<file path="src/rtl/vco_adc_decimator.sv">
// rtl/vco_adc_decimator.sv - VCO quantizer back-end: synchroniser, sinc^2 CIC decimator, warm-up FSM, output handshake
// Optional feature macro: VCO_DEC_EDGE_EN (integrate s2^s3 transitions instead of s2 level)
module vco_adc_decimator #(
    parameter int LOG2_DECIM = 6,
    parameter int OUT_W      = 2 * LOG2_DECIM + 1
) (
    input  logic             clk,
    input  logic             rst_n,
    input  logic             quantizer_in,
    input  logic             start,
    input  logic             stop,
    output logic             vco_en_n,
    output logic [OUT_W-1:0] dout,
    output logic             dout_valid,
    input  logic             dout_ready,
    output logic             busy,
    output logic             overrun
);

    typedef enum logic [1:0] {
        IDLE = 2'd0,
        WARM = 2'd1,
        RUN  = 2'd2
    } state_t;

`ifdef VCO_DEC_EDGE_EN
    localparam logic EDGE_EN = 1'b1;
`else
    localparam logic EDGE_EN = 1'b0;
`endif

    state_t                  state;
    logic                    s1, s2, s3;
    logic [OUT_W-1:0]        i1, i2, d1, d2;
    logic [LOG2_DECIM-1:0]   cnt;
    logic                    warm_seen;

    logic                    x;
    logic [OUT_W-1:0]        x_ext;
    logic [OUT_W-1:0]        i1_nxt, i2_nxt, c1, c2;
    logic                    strobe;
    logic                    load;

    // s3 only feeds x when transition detection is enabled
    assign x      = s2 ^ (s3 & EDGE_EN);
    assign x_ext  = {{(OUT_W-1){1'b0}}, x};
    assign i1_nxt = i1 + x_ext;
    assign i2_nxt = i2 + i1_nxt;
    assign c1     = i2_nxt - d1;
    assign c2     = c1 - d2;
    assign strobe = (state != IDLE) && (&cnt);
    assign load   = (state == RUN) && strobe && !stop;

    always_ff @(posedge clk) begin
        if (!rst_n) begin
            state      <= IDLE;
            s1         <= 1'b0;
            s2         <= 1'b0;
            s3         <= 1'b0;
            i1         <= '0;
            i2         <= '0;
            d1         <= '0;
            d2         <= '0;
            cnt        <= '0;
            warm_seen  <= 1'b0;
            vco_en_n   <= 1'b1;
            busy       <= 1'b0;
            dout       <= '0;
            dout_valid <= 1'b0;
            overrun    <= 1'b0;
        end else begin
            s1 <= quantizer_in;
            s2 <= s1;
            s3 <= s2;

            // A pending sample is never overwritten; the newcomer is dropped instead
            if (load) begin
                if (!dout_valid || dout_ready) begin
                    dout       <= c2;
                    dout_valid <= 1'b1;
                end else begin
                    overrun <= 1'b1;
                end
            end else if (dout_ready) begin
                dout_valid <= 1'b0;
            end

            case (state)
                IDLE: begin
                    i1        <= '0;
                    i2        <= '0;
                    d1        <= '0;
                    d2        <= '0;
                    cnt       <= '0;
                    warm_seen <= 1'b0;
                    if (start) begin
                        state    <= WARM;
                        vco_en_n <= 1'b0;
                        busy     <= 1'b1;
                        overrun  <= 1'b0;
                    end
                end
                WARM, RUN: begin
                    if (stop) begin
                        state     <= IDLE;
                        vco_en_n  <= 1'b1;
                        busy      <= 1'b0;
                        i1        <= '0;
                        i2        <= '0;
                        d1        <= '0;
                        d2        <= '0;
                        cnt       <= '0;
                        warm_seen <= 1'b0;
                    end else begin
                        i1  <= i1_nxt;
                        i2  <= i2_nxt;
                        cnt <= cnt + LOG2_DECIM'(1);
                        if (strobe) begin
                            d1 <= i2_nxt;
                            d2 <= c1;
                            // Two strobes flush the comb delays before real samples appear
                            if (state == WARM) begin
                                if (warm_seen) begin
                                    state <= RUN;
                                end else begin
                                    warm_seen <= 1'b1;
                                end
                            end
                        end
                    end
                end
                default: begin
                    state    <= IDLE;
                    vco_en_n <= 1'b1;
                    busy     <= 1'b0;
                end
            endcase
        end
    end

endmodule
</file>
<file path="config.mk">
export PLATFORM = sky130hd
export DESIGN_NAME = vco_adc_decimator
export DESIGN_NICKNAME = d
export VERILOG_FILES = /design/src/rtl/vco_adc_decimator.sv
export SDC_FILE = /design/constraint.sdc
export NUM_CORES = 1
export LEC_CHECK = 0
export CORE_MARGIN = 2
export CORE_UTILIZATION = 60
export DETAILED_ROUTE_END_ITERATION = 16
export GPL_TIMING_DRIVEN = 0
export PLACE_DENSITY = 0.79
export REMOVE_ABC_BUFFERS = 1
export SLEW_MARGIN = 20
export SYNTH_ARGS = -nofsm -noshare
export SYNTH_HDL_FRONTEND = slang
export SYNTH_SLANG_ARGS = --single-unit
</file>
<file path="constraint.sdc">
create_clock -name clk -period 14.35 [get_ports clk]
set_input_delay 3.5875 -clock clk [delete_from_list [all_inputs] [get_ports clk]]
set_output_delay 3.5875 -clock clk [all_outputs]
set_load 0.01 [all_outputs]
</file>
==> impl_metrics.json, run 1 <==
{
  "first_pass_iters": 4,
  "vias_per_cell": 5.797,
  "cts.reportedPaths.clkPinSlew_ps": 90,
  "core_area_um2": 8636,
  "power_density_nw_per_um2": 74.67,
  "nFillCells": 737,
  "path_max_fanout": 19,
  "synth_cells": 644,
  "drv_slew": 0,
  "cp_slowest_cell": "nor4_2",
  "rows": 34,
  "root_buffer": "clkbuf_8",
  "status": "finished, final reports clean",
  "io_buffer_count": 22,
  "syn_area_per_cell_um2": 8.211,
  "gp_congestion": 0.8542,
  "cp-start-kind": "primary input",
  "post_cts_buffers": 0,
  "critPathCapture": "d2[11]",
  "cts_resized": 0,
  "final.setup.tns_ps": 0,
  "finalCriticalPeriod_ps": 5857,
  "dieArea_um2": 9580,
  "grt_pass1_vias": 4260,
  "r2r_end": "dout[12]",
  "finalSetupViolations": 0,
  "cts_tree": "yes",
  "cts_num_sinks": 80,
  "final_cell_mix": "dfxtp_1, nand2_1, ha_1",
  "worst_r2r_startpoint": "i1[0]",
  "syn_to_final_growth_pct": 9.276,
  "initial_utilization_pct": 61.23,
  "rsz0062_at_grt": "false",
  "fin_nets": 712,
  "detail-route-antenna-nets": 0,
  "cts_made_buffers": 9,
  "yosysTopAreaCellShare_pct": 30.29,
  "worstPathArrival_ps": 6140,
  "cp.required_ps": 14630,
  "synth_cell_types": 63,
  "hold_buffers": 0,
  "synthTopCellsByArea": "dfxtp_1, ha_1, nand2_1, nor2b_1, xnor2_1",
  "r2r_cells": 24,
  "worst-setup-path-type": "primary input to flop",
  "power_mw": 0.4314,
  "tightest_slew_ps": 1006,
  "grt_max_degree": 85,
  "clock_latency_ps": 350,
  "yosysWarningCount": 0,
  "routedWlPerCell_um": 13.75,
  "num_vias": 4452,
  "ys_seq_area_share_pct": 30.29,
  "track_usage_pct": 23.01,
  "synth.largest_area_cell": "dfxtp_1",
  "clk_path_buf_depth": 2,
  "grt_antenna_before_repair": 0,
  "routed_wl_um": 10560,
  "finalClockSkew_ps": 11.02,
  "max-slew-margin-rel_pct": 32.66,
  "fmax_ghz": 0.1707,
  "end_kind": "flop",
  "leakagePower_nw": 2.393,
  "async_reset_ff_share_pct": 0,
  "antenna_cells": 0,
  "drtIter0Drc": 200,
  "final_util_pct": 66.91,
  "synth_top_flop_cell": "dfxtp_1",
  "r2r_slack_ps": 8810,
  "dp_hpwl_um": 7584,
  "synth_edf_count": 0,
  "layout_commonest_cell": "dfxtp_1",
  "die_x_um": 97.88,
  "grt.overflow.total": 0,
  "hold_violations": 0,
  "crit_chain": "clkdlybuf4s50_1, nand2b_1, nor4_2, buf_2, nand3b_1, a21boi_0",
  "max-vdd-ir-drop_mv": 0.06204,
  "hp-class": "flop to flop",
  "grt_pass1_wl_um": 18710,
  "fp.dieH_um": 97.88,
  "ys_ff_latch": 80,
  "syn-cell-area_um2": 5288,
  "fin_crit_sh_pct": 40.82,
  "h-tree-depth": 3,
  "layout-drive-gt1-share_pct": 5.606,
  "cpPeakStageDelay_ps": 900,
  "ioPinCount": 23,
  "startpoint": "stop",
  "route.detailed.drc": 0,
  "maxCapViolations": 0
}
registers in the layout, indices dropped and copies added (netlist names):
register,count
busy,1
cnt,6
d1,13
d2,13
dout,13
dout_valid,1
i1,13
i2,13
overrun,1
s1,1
s2,1
state,2
vco_en_n,1
warm_seen,1
cells by family after synthesis:
| logic type | Yosys count | share of synthesized area [%] |
|---|---|---|
| and+or+nand+nor | 257 | 25.18 |
| DFF | 80 | 30.29 |
| adders and majority gates | 51 | 12.49 |
| AOI/OAI and AO/OA | 153 | 19.69 |
| muxes | 3 | 0.5679 |
| buffers and inverters | 62 | 4.946 |
| xor gates and xnor gates | 38 | 6.838 |
final cells by class:
cell class | instances | area, um^2 | share of cell area, %
Multi-Input combinational cell | 502 | 3442 | 59.57
Sequential cell | 80 | 1602 | 27.72
Timing Repair Buffer | 26 | 265.3 | 4.591
Inverter | 36 | 137.6 | 2.382
Tap cell | 108 | 135.1 | 2.339
Clock buffer | 10 | 127.6 | 2.209
Clock inverter | 6 | 68.82 | 1.191
cell usage after synthesis, types with 3 or more instances:
cell type and n:
or3_1 6, xnor2_1 24, a32o_1 4, a22oi_1 18
mux2i_1 3, nor2b_1 35, inv_1 35, a21boi_0 16
nand3_1 25, a211oi_1 6, o211a_1 3, and3_1 5
o21a_1 7, o21ai_0 38, nor3_1 24, nand2_1 75
a21oi_1 29, ha_1 48, nor2_1 32, and2_1 25
nand3b_1 4, a21o_1 7, xor2_1 12, o31ai_1 5
fa_1 3, nand2b_1 9, buf_6 3, dfxtp_1 80
clkbuf_1 21, o41ai_1 3
critical path: cells and delay by family:
kind,cells,cell delay (ps)
simple gates,3,1560
buf+inv,2,810
compound gates,1,160
power by group:
part	leakage, nW	switching [mW]	internal (mW)
Clock	0.0968	0.0870	0.0814
Combinational	1.65	0.0242	0.0144
Sequential	0.645	0.00109	0.223
Total	2.39	0.112	0.319
stage by stage:
| stage | setup WS, ps | area (um^2) | instances | hold slack [ps] |
|---|---|---|---|---|
| after floorplan | 8837 | 5164 | 618 | 411.8 |
| after global placement | 7259 | 5519 | 748 | 416.3 |
| after detailed placement | 8188 | 5582 | 752 | 419.9 |
| after CTS | 8548 | 5778 | 768 | 441.2 |
| after global routing | 8310 | 5778 | 768 | 468.4 |
| final | 8493 | 5778 | 768 | 440.1 |
routing by layer:
layer	routed length, um	vias to the layer above	part of all wire, %	track usage (%)
met2	5249	53	50	39.83
met5	0	-	0	0
met3	225	8	2.1	3.436
met4	121	0	1.1	8.120
li1	-	2276	-	-
met1	4961	2115	47	29.22
worst min-delay path by stage:
stage / depth (start not counted) / startpoint / end / slack (ps)
final: 1 / s1 / s2 / 440
after global routing: 1 / s1 / s2 / 470
after CTS: 1 / s1 / s2 / 440
after detailed placement: 1 / s1 / s2 / 420
after global placement: 1 / s1 / s2 / 420
after floorplan: 1 / s1 / s2 / 410
Power figures use the tool's default switching activity.
==> run 2, diff against run 1 <==
clock period = 5.71 ns   (was 14.35 ns; I/O delays follow)
==> impl_metrics.json, run 2 (same netlist as run 1, synthesis figures left out) <==
{
  "top_layer_used": "met4",
  "layout-drive-gt1-share_pct": 6.212,
  "h-tree-depth": 3,
  "hp-class": "flop to flop",
  "cp-start-kind": "flop",
  "fmax_ghz": 0.1928,
  "max-vdd-ir-drop_mv": 0.1559,
  "grt_pass1_wl_um": 18710,
  "met2_length_um": 5127,
  "met3_length_um": 224,
  "detail-route-antenna-nets": 0,
  "drv_slew": 0,
  "grt_max_degree": 85,
  "final_cell_mix": "dfxtp_1, nand2_1, ha_1",
  "post_cts_buffers": 0,
  "ioPinCount": 23,
  "clk_path_buf_depth": 2,
  "routedWlPerCell_um": 13.76,
  "initial_utilization_pct": 61.23,
  "whs_endpoint": "s2",
  "nFillCells": 736,
  "rows": 34,
  "finalClockSkew_ps": 10.08,
  "dp_hpwl_um": 7584,
  "final_util_pct": 67.20,
  "end_kind": "flop",
  "hold_path.startpoint": "s1",
  "tightest_slew_ps": 1016,
  "r2r_end": "dout[12]",
  "num_vias": 4449,
  "worstPathArrival_ps": 5470,
  "first_pass_iters": 4,
  "worst-setup-path-type": "flop to flop",
  "worst_r2r_startpoint": "i1[0]",
  "fin_crit_sh_pct": 90.82,
  "die_x_um": 97.88,
  "core_area_um2": 8636,
  "track_usage_pct": 23.01,
  "vias_per_cell": 5.793,
  "gp_congestion": 0.8542,
  "path_max_fanout": 6,
  "grt_pass1_vias": 4260,
  "cp.required_ps": 6000,
  "hold_violations": 0,
  "hold_depth": 1,
  "cts.reportedPaths.clkPinSlew_ps": 90,
  "drtIter0Drc": 190,
  "finalSetupViolations": 0,
  "routed_wl_um": 10570,
  "fin_nets": 712,
  "antenna_cells": 0,
  "finalCriticalPeriod_ps": 5186,
  "cts_made_buffers": 9,
  "power_density_nw_per_um2": 187.4,
  "final.setup.tns_ps": 0,
  "r2r_slack_ps": 520,
  "status": "finished, final reports clean",
  "rsz0062_at_grt": "false",
  "dieArea_um2": 9580,
  "cts_num_sinks": 80,
  "layout_commonest_cell": "dfxtp_1",
  "clock_latency_ps": 350,
  "fp.dieH_um": 97.88,
  "leakagePower_nw": 2.400,
  "max-slew-margin-rel_pct": 32.01,
  "maxCapViolations": 0,
  "grt.overflow.total": 0,
  "route.detailed.drc": 0,
  "cts_tree": "yes",
  "grt_antenna_before_repair": 0,
  "root_buffer": "clkbuf_8",
  "io_buffer_count": 22,
  "syn_to_final_growth_pct": 9.749,
  "r2r_cells": 24,
  "routedLengthMet1_um": 5057
}
## run 2: cell counts in the layout (fill, tap and decap cells not counted)
Identical to the previous run, type by type.
## run 2: routing by layer
metal,track usage (%),vias to the layer above
met1,29.22,2119
met3,3.436,11
met5,0,-
li1,-,2267
met2,39.83,52
met4,8.120,0
## run 2: critical path, cell delays in order, from the launching register on
cell	delay (ps)
dfxtp_1	360
ha_1	160
and3_1	250
nand3_2	170
nor2_4	210
xor2_1	250
ha_1	330
nand4_1	130
a21oi_1	80
nor3_1	230
xor2_1	270
inv_1	80
ha_1	390
nand3_1	120
a211oi_2	210
nor3_1	100
xnor2_1	190
ha_1	320
and3_1	190
a21oi_1	90
o21ai_0	160
o41ai_2	310
xnor2_1	170
xnor3_1	230
o21ai_1	130
## run 2: worst max-delay path by stage
stage,cells past startpoint,slack [ps],startpoint,endpoint
floorplan,24,1020,i1[0],dout[12]
global placement,24,300,i1[0],dout[12]
detailed placement,24,230,i1[0],dout[12]
CTS,24,200,i1[0],dout[12]
global route,24,50,i1[0],dout[12]
finish,24,520,i1[0],dout[12]
## run 2: cell type report
cell class | instances | area, um^2 | share of cell area, %
clock buffers | 10 | 127.6 | 2.199
clock inverters | 6 | 68.82 | 1.186
inverters | 36 | 137.6 | 2.372
multi-input cells | 502 | 3467 | 59.75
flip-flops and latches | 80 | 1602 | 27.60
well taps | 108 | 135.1 | 2.329
repair buffers | 26 | 265.3 | 4.571
## run 2: what timing repair did
item                                    4_1_cts  5_1_grt
endpoints found under the hold margin         0        0
resized for setup                             0        5
endpoints found under the setup margin        0        1
hold buffers                                  0        0
## run 2: power by group
part | switching, mW | leakage (nW) | internal, mW
Clock | 0.220 | 0.0968 | 0.205
Combinational | 0.0616 | 1.66 | 0.0366
Sequential | 0.00276 | 0.645 | 0.561
## run 2: through the flow
stage	area [um^2]	hold slack [ps]	power (mW)	std cells	setup slack [ps]
3_5_place_dp	5582	419.9	0.6733	752	228.4
5_1_grt	5803	468.4	1.134	768	53.08
3_3_place_gp	5519	416.3	0.6664	748	297.0
4_1_cts	5778	441.2	1.098	768	198.6
6_report	5803	440.8	1.087	768	524.4
2_1_floorplan	5164	411.8	0.6349	618	1021
==> run 3, diff against run 2 <==
GPL_ROUTABILITY_DRIVEN = 0   (was default)
==> results of run 3 <==
No change in the layout: final DEF, timing and power equal those of run 2.
